===== src/rtl/ysyx_23060042_exu_pipe_if.sv =====
// rtl/ysyx_23060042_exu_pipe_if.sv - handshake bundle between decode, execute stage and writeback
// slave is the execute stage; master is whoever drives records in and consumes results
interface ysyx_23060042_exu_pipe_if #(
  parameter int XLEN = 32
);
  logic            in_valid;
  logic            in_ready;
  logic [XLEN-1:0] in_pc;
  logic [3:0]      in_op;
  logic [XLEN-1:0] in_src1;
  logic [XLEN-1:0] in_src2;
  logic [XLEN-1:0] in_imm;
  logic            in_sel_pc;
  logic            in_sel_imm;
  logic            in_brch;
  logic            in_brk;
  logic            out_valid;
  logic            out_ready;
  logic [XLEN-1:0] out_wdata;
  logic            out_brch_taken;
  logic [XLEN-1:0] out_brch_target;
  logic            out_halt;
  logic [XLEN-1:0] out_halt_code;

  modport slave (
    input  in_valid, in_pc, in_op, in_src1, in_src2, in_imm,
           in_sel_pc, in_sel_imm, in_brch, in_brk, out_ready,
    output in_ready, out_valid, out_wdata, out_brch_taken,
           out_brch_target, out_halt, out_halt_code
  );

  modport master (
    output in_valid, in_pc, in_op, in_src1, in_src2, in_imm,
           in_sel_pc, in_sel_imm, in_brch, in_brk, out_ready,
    input  in_ready, out_valid, out_wdata, out_brch_taken,
           out_brch_target, out_halt, out_halt_code
  );
endinterface


===== src/rtl/ysyx_23060042_exu_pipe.sv =====
// rtl/ysyx_23060042_exu_pipe.sv - handshaked execute stage with one-entry result register
// Optional iterative multiplier for op 10 is enabled by defining YSYX_23060042_MUL_EN.
module ysyx_23060042_exu_pipe #(
  parameter int XLEN = 32
) (
  input logic                      clk,
  input logic                      rst_n,
  ysyx_23060042_exu_pipe_if.slave  bus
);
  localparam int SHW = $clog2(XLEN);

  localparam logic [1:0] IDLE   = 2'd0;
`ifdef YSYX_23060042_MUL_EN
  localparam logic [1:0] BUSY   = 2'd1;
`endif
  localparam logic [1:0] HALTED = 2'd2;

  logic [1:0]      state;
  logic            out_valid_q;
  logic [XLEN-1:0] out_wdata_q;
  logic            taken_q;
  logic [XLEN-1:0] target_q;
  logic            halt_q;
  logic [XLEN-1:0] code_q;

  logic [XLEN-1:0] op_a;
  logic [XLEN-1:0] op_b;
  logic [XLEN-1:0] alu_res;
  logic [XLEN-1:0] res_wdata;
  logic [XLEN-1:0] target;
  logic [SHW-1:0]  shamt;
  logic            taken;
  logic            accept;
  logic            is_mul;
  logic            halt_xfer;

  assign op_a   = bus.in_sel_pc  ? bus.in_pc  : bus.in_src1;
  assign op_b   = bus.in_sel_imm ? bus.in_imm : bus.in_src2;
  assign shamt  = op_b[SHW-1:0];
  assign target = bus.in_pc + bus.in_imm;

  always_comb begin
    alu_res = '0;
    case (bus.in_op)
      4'd0:    alu_res = op_a + op_b;
      4'd1:    alu_res = op_a - op_b;
      4'd2:    alu_res = op_a & op_b;
      4'd3:    alu_res = op_a | op_b;
      4'd4:    alu_res = op_a ^ op_b;
      4'd5:    alu_res = op_a << shamt;
      4'd6:    alu_res = op_a >> shamt;
      4'd7:    alu_res = $unsigned($signed(op_a) >>> shamt);
      4'd8:    alu_res = {{(XLEN-1){1'b0}}, $signed(op_a) < $signed(op_b)};
      4'd9:    alu_res = {{(XLEN-1){1'b0}}, op_a < op_b};
      default: alu_res = '0;
    endcase
  end

  // Branch compares always use the register operands, never the muxed ALU inputs.
  always_comb begin
    taken = 1'b0;
    if (bus.in_brch) begin
      case (bus.in_op[2:0])
        3'b000:  taken = bus.in_src1 == bus.in_src2;
        3'b001:  taken = bus.in_src1 != bus.in_src2;
        3'b100:  taken = $signed(bus.in_src1) <  $signed(bus.in_src2);
        3'b101:  taken = $signed(bus.in_src1) >= $signed(bus.in_src2);
        3'b110:  taken = bus.in_src1 <  bus.in_src2;
        3'b111:  taken = bus.in_src1 >= bus.in_src2;
        default: taken = 1'b0;
      endcase
    end
  end

  assign res_wdata = (bus.in_brch | bus.in_brk) ? '0 : alu_res;

  assign bus.in_ready = (state == IDLE) & (!out_valid_q | bus.out_ready);
  assign accept       = bus.in_valid & bus.in_ready;
  assign halt_xfer    = out_valid_q & bus.out_ready & halt_q;

`ifdef YSYX_23060042_MUL_EN
  logic [SHW-1:0]  cnt;
  logic [XLEN-1:0] mul_a;
  logic [XLEN-1:0] mul_b;
  logic [XLEN-1:0] acc;
  logic [XLEN-1:0] acc_next;

  assign is_mul   = (bus.in_op == 4'd10) & !bus.in_brch & !bus.in_brk;
  assign acc_next = acc + (mul_b[0] ? mul_a : '0);
`else
  assign is_mul = 1'b0;
`endif

  always_ff @(posedge clk or negedge rst_n) begin
    if (!rst_n) begin
      state       <= IDLE;
      out_valid_q <= 1'b0;
      out_wdata_q <= '0;
      taken_q     <= 1'b0;
      target_q    <= '0;
      halt_q      <= 1'b0;
      code_q      <= '0;
`ifdef YSYX_23060042_MUL_EN
      cnt   <= '0;
      mul_a <= '0;
      mul_b <= '0;
      acc   <= '0;
`endif
    end else begin
      case (state)
        IDLE: begin
          // A halt transfer wins: anything accepted on the same edge is dropped.
          if (halt_xfer) begin
            state       <= HALTED;
            out_valid_q <= 1'b0;
          end else if (accept) begin
            taken_q  <= taken;
            target_q <= target;
            halt_q   <= bus.in_brk;
            code_q   <= bus.in_brk ? bus.in_src1 : '0;
            if (is_mul) begin
              out_valid_q <= 1'b0;
`ifdef YSYX_23060042_MUL_EN
              state <= BUSY;
              cnt   <= '0;
              mul_a <= op_a;
              mul_b <= op_b;
              acc   <= '0;
`endif
            end else begin
              out_valid_q <= 1'b1;
              out_wdata_q <= res_wdata;
            end
          end else if (bus.out_ready) begin
            out_valid_q <= 1'b0;
          end
        end
`ifdef YSYX_23060042_MUL_EN
        BUSY: begin
          acc   <= acc_next;
          mul_a <= mul_a << 1;
          mul_b <= mul_b >> 1;
          cnt   <= cnt + 1'b1;
          if (cnt == SHW'(XLEN-1)) begin
            out_wdata_q <= acc_next;
            out_valid_q <= 1'b1;
            state       <= IDLE;
          end
        end
`endif
        HALTED: out_valid_q <= 1'b0;
        default: state <= IDLE;
      endcase
    end
  end

  assign bus.out_valid       = out_valid_q;
  assign bus.out_wdata       = out_wdata_q;
  assign bus.out_brch_taken  = taken_q;
  assign bus.out_brch_target = target_q;
  assign bus.out_halt        = halt_q;
  assign bus.out_halt_code   = code_q;
endmodule


===== src/flat_wrapper.sv =====
// flat-port wrapper written by rule: the top's interface ports become plain ports
module ysyx_23060042_exu_pipe_flat 
#(
  parameter int XLEN = 32
)
  (clk, rst_n, bus_in_valid, bus_in_pc, bus_in_op, bus_in_src1, bus_in_src2, bus_in_imm, bus_in_sel_pc, bus_in_sel_imm, bus_in_brch, bus_in_brk, bus_out_ready, bus_in_ready, bus_out_valid, bus_out_wdata, bus_out_brch_taken, bus_out_brch_target, bus_out_halt, bus_out_halt_code);
  ysyx_23060042_exu_pipe_if #(.XLEN(XLEN)) bus_i ();
  input logic clk;
  input logic rst_n;
  input wire logic [$bits(bus_i.in_valid)-1:0] bus_in_valid;
  input wire logic [$bits(bus_i.in_pc)-1:0] bus_in_pc;
  input wire logic [$bits(bus_i.in_op)-1:0] bus_in_op;
  input wire logic [$bits(bus_i.in_src1)-1:0] bus_in_src1;
  input wire logic [$bits(bus_i.in_src2)-1:0] bus_in_src2;
  input wire logic [$bits(bus_i.in_imm)-1:0] bus_in_imm;
  input wire logic [$bits(bus_i.in_sel_pc)-1:0] bus_in_sel_pc;
  input wire logic [$bits(bus_i.in_sel_imm)-1:0] bus_in_sel_imm;
  input wire logic [$bits(bus_i.in_brch)-1:0] bus_in_brch;
  input wire logic [$bits(bus_i.in_brk)-1:0] bus_in_brk;
  input wire logic [$bits(bus_i.out_ready)-1:0] bus_out_ready;
  output wire logic [$bits(bus_i.in_ready)-1:0] bus_in_ready;
  output wire logic [$bits(bus_i.out_valid)-1:0] bus_out_valid;
  output wire logic [$bits(bus_i.out_wdata)-1:0] bus_out_wdata;
  output wire logic [$bits(bus_i.out_brch_taken)-1:0] bus_out_brch_taken;
  output wire logic [$bits(bus_i.out_brch_target)-1:0] bus_out_brch_target;
  output wire logic [$bits(bus_i.out_halt)-1:0] bus_out_halt;
  output wire logic [$bits(bus_i.out_halt_code)-1:0] bus_out_halt_code;
  assign bus_i.in_valid = bus_in_valid;
  assign bus_i.in_pc = bus_in_pc;
  assign bus_i.in_op = bus_in_op;
  assign bus_i.in_src1 = bus_in_src1;
  assign bus_i.in_src2 = bus_in_src2;
  assign bus_i.in_imm = bus_in_imm;
  assign bus_i.in_sel_pc = bus_in_sel_pc;
  assign bus_i.in_sel_imm = bus_in_sel_imm;
  assign bus_i.in_brch = bus_in_brch;
  assign bus_i.in_brk = bus_in_brk;
  assign bus_i.out_ready = bus_out_ready;
  assign bus_in_ready = bus_i.in_ready;
  assign bus_out_valid = bus_i.out_valid;
  assign bus_out_wdata = bus_i.out_wdata;
  assign bus_out_brch_taken = bus_i.out_brch_taken;
  assign bus_out_brch_target = bus_i.out_brch_target;
  assign bus_out_halt = bus_i.out_halt;
  assign bus_out_halt_code = bus_i.out_halt_code;
  ysyx_23060042_exu_pipe #(.XLEN(XLEN)) u_core (.clk(clk), .rst_n(rst_n), .bus(bus_i));
endmodule

===== config.mk =====
export PLATFORM = sky130hd
export DESIGN_NAME = ysyx_23060042_exu_pipe_flat
export DESIGN_NICKNAME = d
export VERILOG_FILES = /design/src/rtl/ysyx_23060042_exu_pipe_if.sv /design/src/rtl/ysyx_23060042_exu_pipe.sv /design/src/flat_wrapper.sv
export SDC_FILE = /design/constraint.sdc
export NUM_CORES = 1
export LEC_CHECK = 0
export CORE_MARGIN = 2
export CORE_UTILIZATION = 60
export DETAILED_ROUTE_END_ITERATION = 10
export DONT_BUFFER_PORTS = 1
export GPL_ROUTABILITY_DRIVEN = 1
export PLACE_DENSITY = 0.72
export SETUP_SLACK_MARGIN = 0.3
export SYNTH_ARGS = -nofsm -noshare
export SYNTH_HDL_FRONTEND = slang
export SYNTH_SLANG_ARGS = --single-unit

===== constraint.sdc =====
create_clock -name clk -period 3.1 [get_ports clk]
set_input_delay 0.31 -clock clk [delete_from_list [all_inputs] [get_ports clk]]
set_output_delay 0.31 -clock clk [all_outputs]
set_load 0.02 [all_outputs]

==> run_results.csv <==
group,metric,value,unit
min_path,hp-class,"in -> reg",
global_routing,grt_max_degree,138,
synth,synth_edf_count,0,
power_and_ir_drop,power_density,446,nW/um2
clocking,htree_levels,3,
synth,synth_top_area_share,0.162,
synth,yosys_warnings,0,
clocking,cts-root-buf,"clkbuf_16",
die,io_pins,240,
setup_path,rrSetupSlack,0.55,ns
global_routing,grt_pass1_wl,101000,um
sta,finalHoldViolations,0,
placement,dpl.hpwl,53100,um
power_and_ir_drop,p_sw,4.18,mW
setup_path,critPathMaxStageDelay,0.39,ns
global_routing,track_usage,0.492,
clocking,cts_tree,"built",
routing,avgViaCountPerCell,7.10,
routing,ant_nets,0,
power_and_ir_drop,total_power,8.31,mW
global_routing,grtUsageMet2,0.719,
global_routing,use_met3,0.177,
sta,rsz0062_at_grt,"yes",
die,core,25200,um2
synth,synth_most_common_cell,"nand2_1",
sta,maxSlewViolCount,0,
routing,drt_iter0_markers,3075,
synth,ys_seq_elements,100,
layout,num-nets-final,2620,
die,chipWidth,164,um
setup_path,r2r_cells,9,
die,initial_core_util,0.612,
layout,n_antenna_cell,0,
placement,placed_area,17700,um2
die,die_height,164,um
power_and_ir_drop,p_sw_frac,0.503,
setup_path,worst_path_most_repeated_cell,"buf_6",
power_and_ir_drop,p_int,4.13,mW
run,drv_cap,0,
routing,vias,18800,
power_and_ir_drop,peakVddDrop,0.576,mV
setup_path,worstReg2RegEnd,"u_core.bus.out_wdata[17]",
sta,tightest_slew,1.28,ns
min_path,min_to,"u_core.bus.out_halt_code[29]",
setup_path,criticalPathCategory,"in -> reg",
setup_path,cp_max_fo,32,
setup_path,path_cells,"mux2i_4 > buf_6 > inv_2 > ha_4 > a21o_1 > a21oi_2 > o21ai_2 > a221o_1 > o31a_1 > buf_4 > a31oi_4 > buf_6 > o41ai_2 > a211o_1 > a21oi_1 > nor2_1",
setup_path,r2r_start,"u_core.bus.out_halt",
global_routing,grt_overflow,0,
power_and_ir_drop,p_clk_frac,0.154,
synth,ys_top_cells_by_area,"dfrtp_1, ha_1, nand2_1, mux2i_1, o21ai_0",
clocking,cts_buffers,9,
setup_path,cp.arrival,3.29,ns
synth,syn_nets,2420,
sta,period_share,0.966,
layout,fillCellCount,1965,
clocking,cts.clk_slew.worst_paths,0.11,ns
synth,ys_top_cells_by_count,"nand2_1, o21ai_0, a21oi_1, ha_1, nor2_1",
synth,ys_types,90,
min_path,min_from,"bus_in_src1[29]",
global_routing,grt_pass1_vias,17500,
sta,setup_viol,0,
status,status,"finished clean",
sta,period_needed,3.00,ns
setup_path,cp_slowest_cell,"a221o_1",
routing,firstDrtPassIters,8,
power_and_ir_drop,comb_power_share,0.534,
routing,wl_per_cell,26.3,um
clocking,cts.sinks,100,
synth,synth_cells,2114,
synth,ys_seq_area_frac,0.162,
synth,avgSynthCellArea,7.29,um2
clocking,cts_buffer_depth,2,
layout,drive_gt1_frac,0.209,
synth,syn_area,15400,um2
die,die-area,27000,um2
clocking,insertion_delay,0.40,ns
setup_path,worst_setup_path_start_kind,"input port",
placement,gp_congestion,1.10,
min_path,hold_depth,2,
global_routing,top_usage_layer,"met2",
sta,skew,0.0209,ns
synth,synthFlopType,"dfrtp_1",
layout,utilization,0.740,
global_routing,antenna_found_initial,0,
layout,syn2layout_area_growth,21.0,%
global_routing,met1_usage,0.640,
sta,fmax,334,MHz
placement,port_buffers,0,
die,rows,58,
routing,drc,0,
setup_path,required,3.40,ns
layout,design_area,18600,um2
routing,wl,69600,um
sta,relSlewSlack,0.146,
setup_path,endpoint_kind,"flip-flop",
power_and_ir_drop,p_leak,8.81,nW
synth,yosysTopAreaCell,"dfrtp_1",
sta,fin_tns_setup,0,ns
synth,synth_async_sr_flop_share,1.00,
power_and_ir_drop,p_seq_frac,0.313,
-- cells by family after synthesis --
group / count (synthesis) / share of synthesized area
AOI/OAI and AO/OA: 744 / 0.319
DFF: 100 / 0.162
adders and majority gates: 166 / 0.136
muxes: 153 / 0.109
buffers and inverters: 280 / 0.0749
xor gates and xnor gates: 34 / 0.0193
and+or+nand+nor: 637 / 0.179
-- per-stage QoR --
| stage | setup slack (ns) | cells | hold WS [ns] |
|---|---|---|---|
| floorplan | -0.468 | 2114 | 0.0144 |
| global placement | -0.298 | 2602 | 0.0163 |
| detailed placement | -0.385 | 2602 | 0.0166 |
| CTS | 0.126 | 2634 | 0.0499 |
| global route | 0.0165 | 2649 | 0.0650 |
| finish | 0.104 | 2649 | 0.0474 |
-- flip-flops by register name, indices dropped and copies added, names as in the netlist --
name and flops:
u_core.state 1, u_core.bus.out_valid 1, u_core.bus.out_halt_code 32, u_core.bus.out_brch_target 32, u_core.bus.out_halt 1, u_core.bus.out_brch_taken 1, u_core.bus.out_wdata 32
-- power by group through the flow --
stage                     Combinational [mW]  Sequential [mW]  Clock (mW)
final                                   4.43             2.60        1.28
after global routing                    4.71             2.66        1.30
after CTS                               4.10             2.59        1.24
after detailed placement                3.98             2.62           0
after global placement                  3.86             2.59           0
after floorplan                         2.60             2.51           0
-- cells in the final DEF, fill, tap and decap left out, drive strengths merged, types with 42 or more instances in the layout --
master  instances
buf           323
nand2         320
o21ai         196
a21oi         165
ha            163
nor2          145
inv           143
mux2i         132
dfrtp         100
a21o           49
o21a           43
nand3          42
-- layer usage --
metal  wire length, um  vias to the layer above
met4              4100                        0
met1             25800                     8739
li1                  -                     8093
met3             11400                      368
met5                 0                        -
met2             28400                     1613
-- worst max-delay path by stage --
stage	startpoint	end	cells past startpoint
after floorplan	bus_in_sel_pc	u_core.bus.out_wdata[30]	17
after global placement	bus_in_src2[13]	u_core.bus.out_wdata[24]	14
after detailed placement	bus_in_src2[13]	u_core.bus.out_wdata[24]	14
after CTS	bus_in_sel_pc	u_core.bus.out_wdata[24]	13
after global routing	bus_in_sel_pc	u_core.bus.out_wdata[26]	15
final	bus_in_sel_pc	u_core.bus.out_wdata[27]	16
-- final cells by class --
type / instances / area (um2) / share of cell area
timing repair buffer: 325 / 2590 / 0.139
inverter: 144 / 551 / 0.0296
tap: 330 / 413 / 0.0222
clock inverter: 6 / 57.6 / 0.00309
multi-input combinational: 1734 / 12300 / 0.660
clock buffer: 10 / 229 / 0.0123
sequential: 100 / 2500 / 0.134
-- critical path: cells and delay by family --
family / cells / cell delay, ns
adder cells (fa/ha/maj): 1 / 0.16
multiplexers: 1 / 0.29
AND/OR/NAND/NOR: 1 / 0.05
buffers and inverters: 4 / 0.52
AO/OA/AOI/OAI: 9 / 1.94
-- repair_timing --
item | CTS | global route
setup endpoints to repair | 22 | 34
endpoints found under the hold margin | 100 | 0
pin swaps | 19 | 39
cloned | 0 | 1
setup buffers | 14 | 14
gates resized for setup | 14 | 62
hold buffers | 2 | 0
Power figures use the tool's default switching activity.
